$ cat config.mk
export PLATFORM = sky130hd
export DESIGN_NAME = compute_cluster_mem
export DESIGN_NICKNAME = d
export VERILOG_FILES = /design/src/rtl/npu_cfg_pkg.sv /design/src/rtl/compute_cluster_mem_cu.sv /design/src/rtl/compute_cluster_mem.sv
export SDC_FILE = /design/constraint.sdc
export NUM_CORES = 2
export LEC_CHECK = 0
export CORE_ASPECT_RATIO = 2
export CORE_UTILIZATION = 51
export DETAILED_ROUTE_END_ITERATION = 16
export PLACE_DENSITY = 0.83
export RECOVER_POWER = 50
export REMOVE_ABC_BUFFERS = 1
export SETUP_SLACK_MARGIN = 0.2
export SLEW_MARGIN = 25
export SYNTH_ARGS = -nofsm -noshare
export SYNTH_HDL_FRONTEND = slang
export SYNTH_SLANG_ARGS = --single-unit
$ cat constraint.sdc
create_clock -name clk_i -period 11.41 [get_ports clk_i]
set_input_delay 1.7115 -clock clk_i [delete_from_list [all_inputs] [get_ports clk_i]]
set_output_delay 1.7115 -clock clk_i [all_outputs]
set_load 0.01 [all_outputs]
$ cat src/rtl/npu_cfg_pkg.sv
// Shared sizing, pass-state encoding and read-only source chunk contents
// for the compute cluster memory.
package npu_cfg_pkg;

   localparam int BUS_SIZE         = 8;
   localparam int WR_DAT_CYC_NUM   = 4;
   localparam int SRAM_IFM_NUM     = 64;
   localparam int SRAM_FILTER_NUM  = 64;
   localparam int COMPUTE_UNIT_NUM = 4;
   localparam int PREFIX_SUM_SIZE  = 8;
   localparam int RD_DAT_CYC_NUM   =
      WR_DAT_CYC_NUM * BUS_SIZE / PREFIX_SUM_SIZE;
   localparam int OUTPUT_BUF_NUM   = 16;
   localparam int ACC_W            = 32;
   localparam int OUTPUT_BUF_SIZE  = OUTPUT_BUF_NUM * ACC_W;

   localparam int ELEM_W      = 8;
   localparam int CHUNK_ELEMS = WR_DAT_CYC_NUM * BUS_SIZE;
   localparam int CHUNK_W     = CHUNK_ELEMS * ELEM_W;
   localparam int WORD_W      = BUS_SIZE * ELEM_W;
   localparam int VEC_W       = PREFIX_SUM_SIZE * ELEM_W;
   localparam int WR_CNT_W    = $clog2(WR_DAT_CYC_NUM);
   localparam int IFM_ADR_W   = $clog2(SRAM_IFM_NUM);
   localparam int FIL_ADR_W   = $clog2(SRAM_FILTER_NUM);
   localparam int CU_SEL_W    = $clog2(COMPUTE_UNIT_NUM);
   localparam int RD_CNT_W    = $clog2(RD_DAT_CYC_NUM);
   localparam int ACC_SEL_W   = $clog2(OUTPUT_BUF_NUM);

   typedef enum logic {
      ST_IDLE,
      ST_RUN
   } pass_st_e;

   function automatic logic [WORD_W-1:0] ifm_src_word(
      input logic [IFM_ADR_W-1:0] c,
      input logic [WR_CNT_W-1:0]  w
   );
      logic [WORD_W-1:0] v;
      v = '0;
      for (int l = 0; l < BUS_SIZE; l++)
         v[l*ELEM_W +: ELEM_W] =
            ELEM_W'((int'(c) + int'(w) * BUS_SIZE + l) & 7);
      return v;
   endfunction

   function automatic logic [WORD_W-1:0] fil_src_word(
      input logic [FIL_ADR_W-1:0] c
   );
      logic [WORD_W-1:0] v;
      v = '0;
      for (int l = 0; l < BUS_SIZE; l++)
         v[l*ELEM_W +: ELEM_W] = ELEM_W'((int'(c) & 3) + 1);
      return v;
   endfunction

endpackage

$ cat src/rtl/compute_cluster_mem_cu.sv
// One compute unit: double-buffered filter chunk, signed dot-product MAC
// and a bank of accumulators that only reset can clear.
module compute_unit
   import npu_cfg_pkg::*;
(
   input  logic                       clk_i,
   input  logic                       rst_i,
   input  logic                       i_wr_en,
   input  logic [WR_CNT_W-1:0]        i_wr_count,
   input  logic                       i_wr_sel,
   input  logic [WORD_W-1:0]          i_wr_word,
   input  logic                       i_rd_sel,
   input  logic [RD_CNT_W-1:0]        i_step,
   input  logic [VEC_W-1:0]           i_ifm_vec,
   input  logic                       i_mac_en,
   input  logic [ACC_SEL_W-1:0]       i_acc_sel,
   output logic [OUTPUT_BUF_SIZE-1:0] o_acc
);

   logic [CHUNK_W-1:0] r_fil [2];
   logic [ACC_W-1:0]   r_acc [OUTPUT_BUF_NUM];
   logic [VEC_W-1:0]   w_fil_vec;
   logic [ACC_W-1:0]   w_dot;

   always_comb begin
      logic signed [2*ELEM_W-1:0] w_prod;
      w_dot     = '0;
      w_prod    = '0;
      w_fil_vec = r_fil[i_rd_sel][int'(i_step)*VEC_W +: VEC_W];
      for (int i = 0; i < PREFIX_SUM_SIZE; i++) begin
         w_prod = $signed(i_ifm_vec[i*ELEM_W +: ELEM_W]) *
                  $signed(w_fil_vec[i*ELEM_W +: ELEM_W]);
         w_dot  = w_dot +
                  {{(ACC_W-2*ELEM_W){w_prod[2*ELEM_W-1]}}, w_prod};
      end
   end

   always_ff @(posedge clk_i or posedge rst_i) begin
      if (rst_i) begin
         r_fil <= '{default: '0};
         r_acc <= '{default: '0};
      end else begin
         if (i_wr_en)
            r_fil[i_wr_sel][int'(i_wr_count)*WORD_W +: WORD_W]
               <= i_wr_word;
         if (i_mac_en)
            r_acc[i_acc_sel] <= r_acc[i_acc_sel] + w_dot;
      end
   end

   always_comb begin
      o_acc = '0;
      for (int b = 0; b < OUTPUT_BUF_NUM; b++)
         o_acc[b*ACC_W +: ACC_W] = r_acc[b];
   end

endmodule

$ cat src/rtl/compute_cluster_mem.sv
// Compute cluster memory: shared IFM double buffer and pass sequencer
// feeding the compute units. CHANNEL_PADDING_EN adds explicit pass control.
module compute_cluster_mem
   import npu_cfg_pkg::*;
(
   input  logic                        clk_i,
   input  logic                        rst_i,
   input  logic                        ifm_chunk_wr_valid_i,
   input  logic [WR_CNT_W-1:0]         ifm_chunk_wr_count_i,
   input  logic                        ifm_chunk_wr_sel_i,
   input  logic                        ifm_chunk_rd_sel_i,
   input  logic [IFM_ADR_W-1:0]        ifm_sram_rd_count_i,
   input  logic                        fil_chunk_wr_valid_i,
   input  logic [WR_CNT_W-1:0]         fil_chunk_wr_count_i,
   input  logic                        fil_chunk_wr_sel_i,
   input  logic                        fil_chunk_rd_sel_i,
   input  logic [FIL_ADR_W-1:0]        fil_sram_rd_count_i,
   input  logic [COMPUTE_UNIT_NUM-1:0] fil_chunk_cu_wr_sel_i,
   input  logic                        run_valid_i,
   input  logic [CU_SEL_W-1:0]         com_unit_out_buf_sel_i,
`ifdef CHANNEL_PADDING_EN
   input  logic                        total_chunk_start_i,
   input  logic [RD_CNT_W-1:0]         rd_fil_sparsemap_last_i,
   input  logic [ACC_SEL_W-1:0]        acc_buf_sel_i,
   output logic                        total_chunk_end_o,
`endif
   output logic [OUTPUT_BUF_SIZE-1:0]  out_buf_dat_o
);

   logic [CHUNK_W-1:0]         r_ifm [2];
   pass_st_e                   r_state, w_state_nxt;
   logic [RD_CNT_W-1:0]        r_step, w_step_nxt;
   logic [RD_CNT_W-1:0]        r_last, w_last_nxt;
   logic [ACC_SEL_W-1:0]       r_acc_sel, w_acc_sel_nxt;
   logic                       w_busy, w_step_en, w_end;
   logic                       w_start, w_start_req;
   logic [RD_CNT_W-1:0]        w_last_in;
   logic [ACC_SEL_W-1:0]       w_acc_in;
   logic [VEC_W-1:0]           w_ifm_vec;
   logic [WORD_W-1:0]          w_fil_word;
   logic [OUTPUT_BUF_SIZE-1:0] w_cu_acc [COMPUTE_UNIT_NUM];

`ifdef CHANNEL_PADDING_EN
   assign w_start_req       = total_chunk_start_i;
   assign w_last_in         = rd_fil_sparsemap_last_i;
   assign w_acc_in          = acc_buf_sel_i;
   assign total_chunk_end_o = w_end;
`else
   logic r_run_q;

   always_ff @(posedge clk_i or posedge rst_i) begin
      if (rst_i) r_run_q <= 1'b0;
      else       r_run_q <= run_valid_i;
   end

   // Rising run edge starts from idle; a running pass always relaunches.
   assign w_start_req = w_busy | ~r_run_q;
   assign w_last_in   = RD_CNT_W'(RD_DAT_CYC_NUM - 1);
   assign w_acc_in    = '0;
`endif

   assign w_busy    = (r_state == ST_RUN);
   assign w_step_en = w_busy & run_valid_i;
   assign w_end     = w_step_en & (r_step == r_last);
   assign w_start   = run_valid_i & w_start_req & (~w_busy | w_end);

   always_ff @(posedge clk_i or posedge rst_i) begin
      if (rst_i) begin
         r_state   <= ST_IDLE;
         r_step    <= '0;
         r_last    <= '0;
         r_acc_sel <= '0;
      end else begin
         r_state   <= w_state_nxt;
         r_step    <= w_step_nxt;
         r_last    <= w_last_nxt;
         r_acc_sel <= w_acc_sel_nxt;
      end
   end

   always_comb begin
      w_state_nxt   = r_state;
      w_step_nxt    = r_step;
      w_last_nxt    = r_last;
      w_acc_sel_nxt = r_acc_sel;
      if (w_start) begin
         w_state_nxt   = ST_RUN;
         w_step_nxt    = '0;
         w_last_nxt    = w_last_in;
         w_acc_sel_nxt = w_acc_in;
      end else if (w_end) begin
         w_state_nxt   = ST_IDLE;
      end else if (w_step_en) begin
         w_step_nxt    = r_step + RD_CNT_W'(1);
      end
   end

   always_ff @(posedge clk_i or posedge rst_i) begin
      if (rst_i)
         r_ifm <= '{default: '0};
      else if (ifm_chunk_wr_valid_i)
         r_ifm[ifm_chunk_wr_sel_i]
              [int'(ifm_chunk_wr_count_i)*WORD_W +: WORD_W]
            <= ifm_src_word(ifm_sram_rd_count_i,
                            ifm_chunk_wr_count_i);
   end

   assign w_ifm_vec  =
      r_ifm[ifm_chunk_rd_sel_i][int'(r_step)*VEC_W +: VEC_W];
   assign w_fil_word = fil_src_word(fil_sram_rd_count_i);

   for (genvar u = 0; u < COMPUTE_UNIT_NUM; u++) begin : g_cu
      compute_unit u_cu (
         .clk_i      (clk_i),
         .rst_i      (rst_i),
         .i_wr_en    (fil_chunk_wr_valid_i & fil_chunk_cu_wr_sel_i[u]),
         .i_wr_count (fil_chunk_wr_count_i),
         .i_wr_sel   (fil_chunk_wr_sel_i),
         .i_wr_word  (w_fil_word),
         .i_rd_sel   (fil_chunk_rd_sel_i),
         .i_step     (r_step),
         .i_ifm_vec  (w_ifm_vec),
         .i_mac_en   (w_step_en),
         .i_acc_sel  (r_acc_sel),
         .o_acc      (w_cu_acc[u])
      );
   end

   assign out_buf_dat_o = w_cu_acc[com_unit_out_buf_sel_i];

endmodule

==> impl_metrics.py <==
metrics = {
    "run_status": {
        "status": "complete, but fails checks",
        "violations": "capacitance limit, slew limit",
    },
    "sta": {
        "post-route-period-util_pct": 95.9,
        "setup_violations": 0,
        "slew_headroom_pct": -218,
        "skew_ns": 0.0186,
        "slew_violations": 382,
        "worst_slew_pin_slew_ns": 4.77,
        "fmax_ghz": 0.0914,
        "fin_crit_ns": 10.94,
        "finalHoldViolCount": 0,
        "grt_setup_unrepaired": "true",
        "timing.hold.ws_ns": 0.461,
    },
    "setup_path": {
        "worstPathMaxFanout": 8,
        "slowest_delay_ns": 0.57,
        "r2r_setup_slack_ns": 1.18,
        "start_kind": "input port",
        "worst-setup-path-type": "in2reg",
        "slowest_stage": "fa_1",
        "r2r_cells": 35,
        "cpMostUsedCell": "fa_1",
        "end_kind": "register",
        "rr_endpoint": "g_cu[2].u_cu.o_acc[31]",
        "startpoint": "fil_chunk_rd_sel_i",
        "crit_buf_inv": 8,
        "critPathTopFamily": "adder cells",
        "critPathArrivalTime_ns": 11.46,
        "critPathRequiredTime_ns": 11.93,
        "regToRegStartpoint": "r_step[0]",
    },
    "clock_tree": {
        "path_clk_slew_ns": 0.07,
        "cts_max_level": 2,
        "clock_latency_ns": 0.63,
        "cts_made_buffers": 39,
        "clk_path_buf_depth": 3,
        "cts_sinks": 341,
        "root_buffer": "clkbuf_16",
        "ctsHoldBuffers": 0,
        "tritoncts": "done",
    },
    "drt": {
        "drcViolationCount": 0,
        "drt-pass1-iter-count": 6,
        "drtIter0Drc": 2144,
        "vias": 47200,
        "routed_wl_mm": 172,
        "detail_route.vias_per_cell": 4.99,
        "routedWlPerCell_microns": 18.2,
        "antenna_left": 0,
    },
    "yosys": {
        "ys_top_cells_by_count": "1421 x inv_1, 967 x fa_1, 822 x ha_1",
        "yosysMostFrequentCell": "inv_1",
        "syn_inst": 6923,
        "synth-edff-count": 0,
        "seq_area_frac_synth_pct": 13.1,
        "synth_top_area_share_pct": 29.8,
        "ys_ff_latch": 341,
        "async_flop_share_pct": 100,
        "ys.flop_type": "dfrtp_1",
        "yosysWarnings": 0,
        "synthesis.area_sq_um": 65000,
        "yosysTopAreaCell": "fa_1",
        "synth.area.top_cells": "fa_1 30%, ha_1 16%, dfrtp_1 13%, inv_1 8.2%, buf_4 5.5%",
        "syn_area_per_cell_sq_um": 9.38,
        "yosysUniqueCellTypes": 71,
    },
    "cells_and_area": {
        "diodes": 0,
        "layout-drive-gt1-share_pct": 5.36,
        "nFillCells": 10700,
        "area_growth_pct": 9.22,
        "finalNetCount": 9573,
        "fin_area_sq_um": 71000,
    },
    "grt": {
        "first_global_vias": 52100,
        "grt_use_total_pct": 27.9,
        "grt-ovfl-total": 0,
        "grt_pass1_wl_mm": 272,
        "grt_max_degree": 153,
        "antenna_found_initial": 0,
    },
    "job": {
        "max-cap-violations": 4,
    },
    "place": {
        "portBuffers": 55,
        "postPlaceCellArea_sq_um": 69300,
        "place_congestion": 0.996,
        "place_hpwl_mm": 142,
    },
    "floorplanning": {
        "dieArea_sq_um": 129000,
        "num_rows": 184,
        "start_util_pct": 51.6,
        "pin_count": 543,
        "fp.dieH_microns": 507,
        "core_area_sq_um": 126000,
        "die_w_microns": 254,
    },
    "min_path": {
        "hold_depth": 1,
        "min-delay-start": "r_last[0]",
        "hp-class": "reg2reg",
        "hold_path_end": "r_last[0]",
    },
}
==> state kept, by name (all words and copies together), names as in the netlist <==
signal           count
r_step               2
r_last               1
g_cu.u_cu.o_acc    128
r_ifm              112
r_run_q              1
r_state              1
g_cu.u_cu.r_fil     96
==> worst max path at each step <==
stage                             endpoint  slack, ns  cells after the start
CTS                 g_cu[1].u_cu.o_acc[27]       0.15                     38
detailed placement  g_cu[1].u_cu.o_acc[27]      -0.65                     38
floorplan           g_cu[0].u_cu.o_acc[30]       0.17                     34
global placement    g_cu[1].u_cu.o_acc[27]      -0.54                     38
global route        g_cu[2].u_cu.o_acc[31]       0.18                     36
finish              g_cu[2].u_cu.o_acc[31]       0.47                     36
==> cell type report <==
| class | instances | area, sq um | share of cell area [%] |
|---|---|---|---|
| Multi-Input combinational cell | 5709 | 51600 | 72.7 |
| Sequential cell | 341 | 8530 | 12.0 |
| Inverter | 1423 | 5340 | 7.53 |
| Tap cell | 1674 | 2090 | 2.95 |
| Timing Repair Buffer | 239 | 1990 | 2.81 |
| Clock buffer | 51 | 1070 | 1.51 |
| Clock inverter | 20 | 330 | 0.466 |
==> per-stage QoR <==
stage | worst slack (ns) | util (%) | instances | TNS [ns]
after floorplan | 0.168 | - | 7473 | 0
after global placement | -0.538 | 55.0 | 9374 | -8.24
after detailed placement | -0.655 | 55.0 | 9375 | -14.61
after CTS | 0.155 | 56.1 | 9446 | 0
after global routing | 0.180 | 56.3 | 9457 | 0
final | 0.471 | 56.3 | 9457 | 0
==> worst register-to-register path: cells and delay by family, from the launching register on <==
| kind | cells | cell delay, ns |
|---|---|---|
| AO/OA/AOI/OAI | 8 | 1.70 |
| XOR/XNOR | 3 | 0.67 |
| adder cells (fa/ha/maj) | 12 | 4.88 |
| buffers and inverters | 7 | 1.01 |
| flip-flops | 1 | 0.61 |
| multiplexers | 2 | 0.54 |
| AND/OR/NAND/NOR | 3 | 0.69 |
==> what timing repair did <==
item | 4_1_cts | 5_1_grt
resized for setup | 8 | 43
gates cloned | 0 | 1
pin swaps | 0 | 16
buffers inserted | 0 | 10
setup endpoints to repair | 15 | 55
==> cell families after synthesis <==
| logic type | count (synthesis) | synth area share [%] |
|---|---|---|
| other cells | 2 | 0.0116 |
| flops | 341 | 13.1 |
| compound gates | 1113 | 10.3 |
| fa+ha+maj | 1789 | 45.6 |
| simple gates | 1097 | 7.37 |
| buf+inv | 2055 | 14.7 |
| mux | 115 | 3.39 |
| xor+xnor | 411 | 5.54 |
==> routing by layer <==
metal	vias to the layer above	track usage, %	part of all wire [%]
met5	-	0	0
met4	0	30.2	13
met3	729	4.00	4.9
met2	1685	50.3	52
met1	23200	25.1	29
li1	21600	-	-
==> cells in the final DEF (no fill, tap or decap), types with 22 or more instances in the layout <==
| cell | instances |
|---|---|
| xor2_1 | 147 |
| clkbuf_16 | 40 |
| nand2_1 | 498 |
| inv_1 | 1420 |
| mux2i_1 | 22 |
| or2_2 | 29 |
| o31ai_1 | 46 |
| o21a_1 | 38 |
| nor3_1 | 33 |
| o21ai_0 | 398 |
| conb_1 | 1184 |
| nand3_1 | 42 |
| fa_1 | 965 |
| ha_1 | 820 |
| xnor2_1 | 263 |
| a21o_1 | 98 |
| nand2b_1 | 45 |
| dfrtp_1 | 340 |
| nor2b_1 | 46 |
| buf_4 | 171 |
| clkdlybuf4s50_1 | 48 |
| o21bai_1 | 90 |
| a21oi_1 | 297 |
| mux4_2 | 84 |
| nor2_1 | 303 |
Power is not shown: default switching activity piles up to over one toggle a cycle in this logic, so the estimate is an artifact.
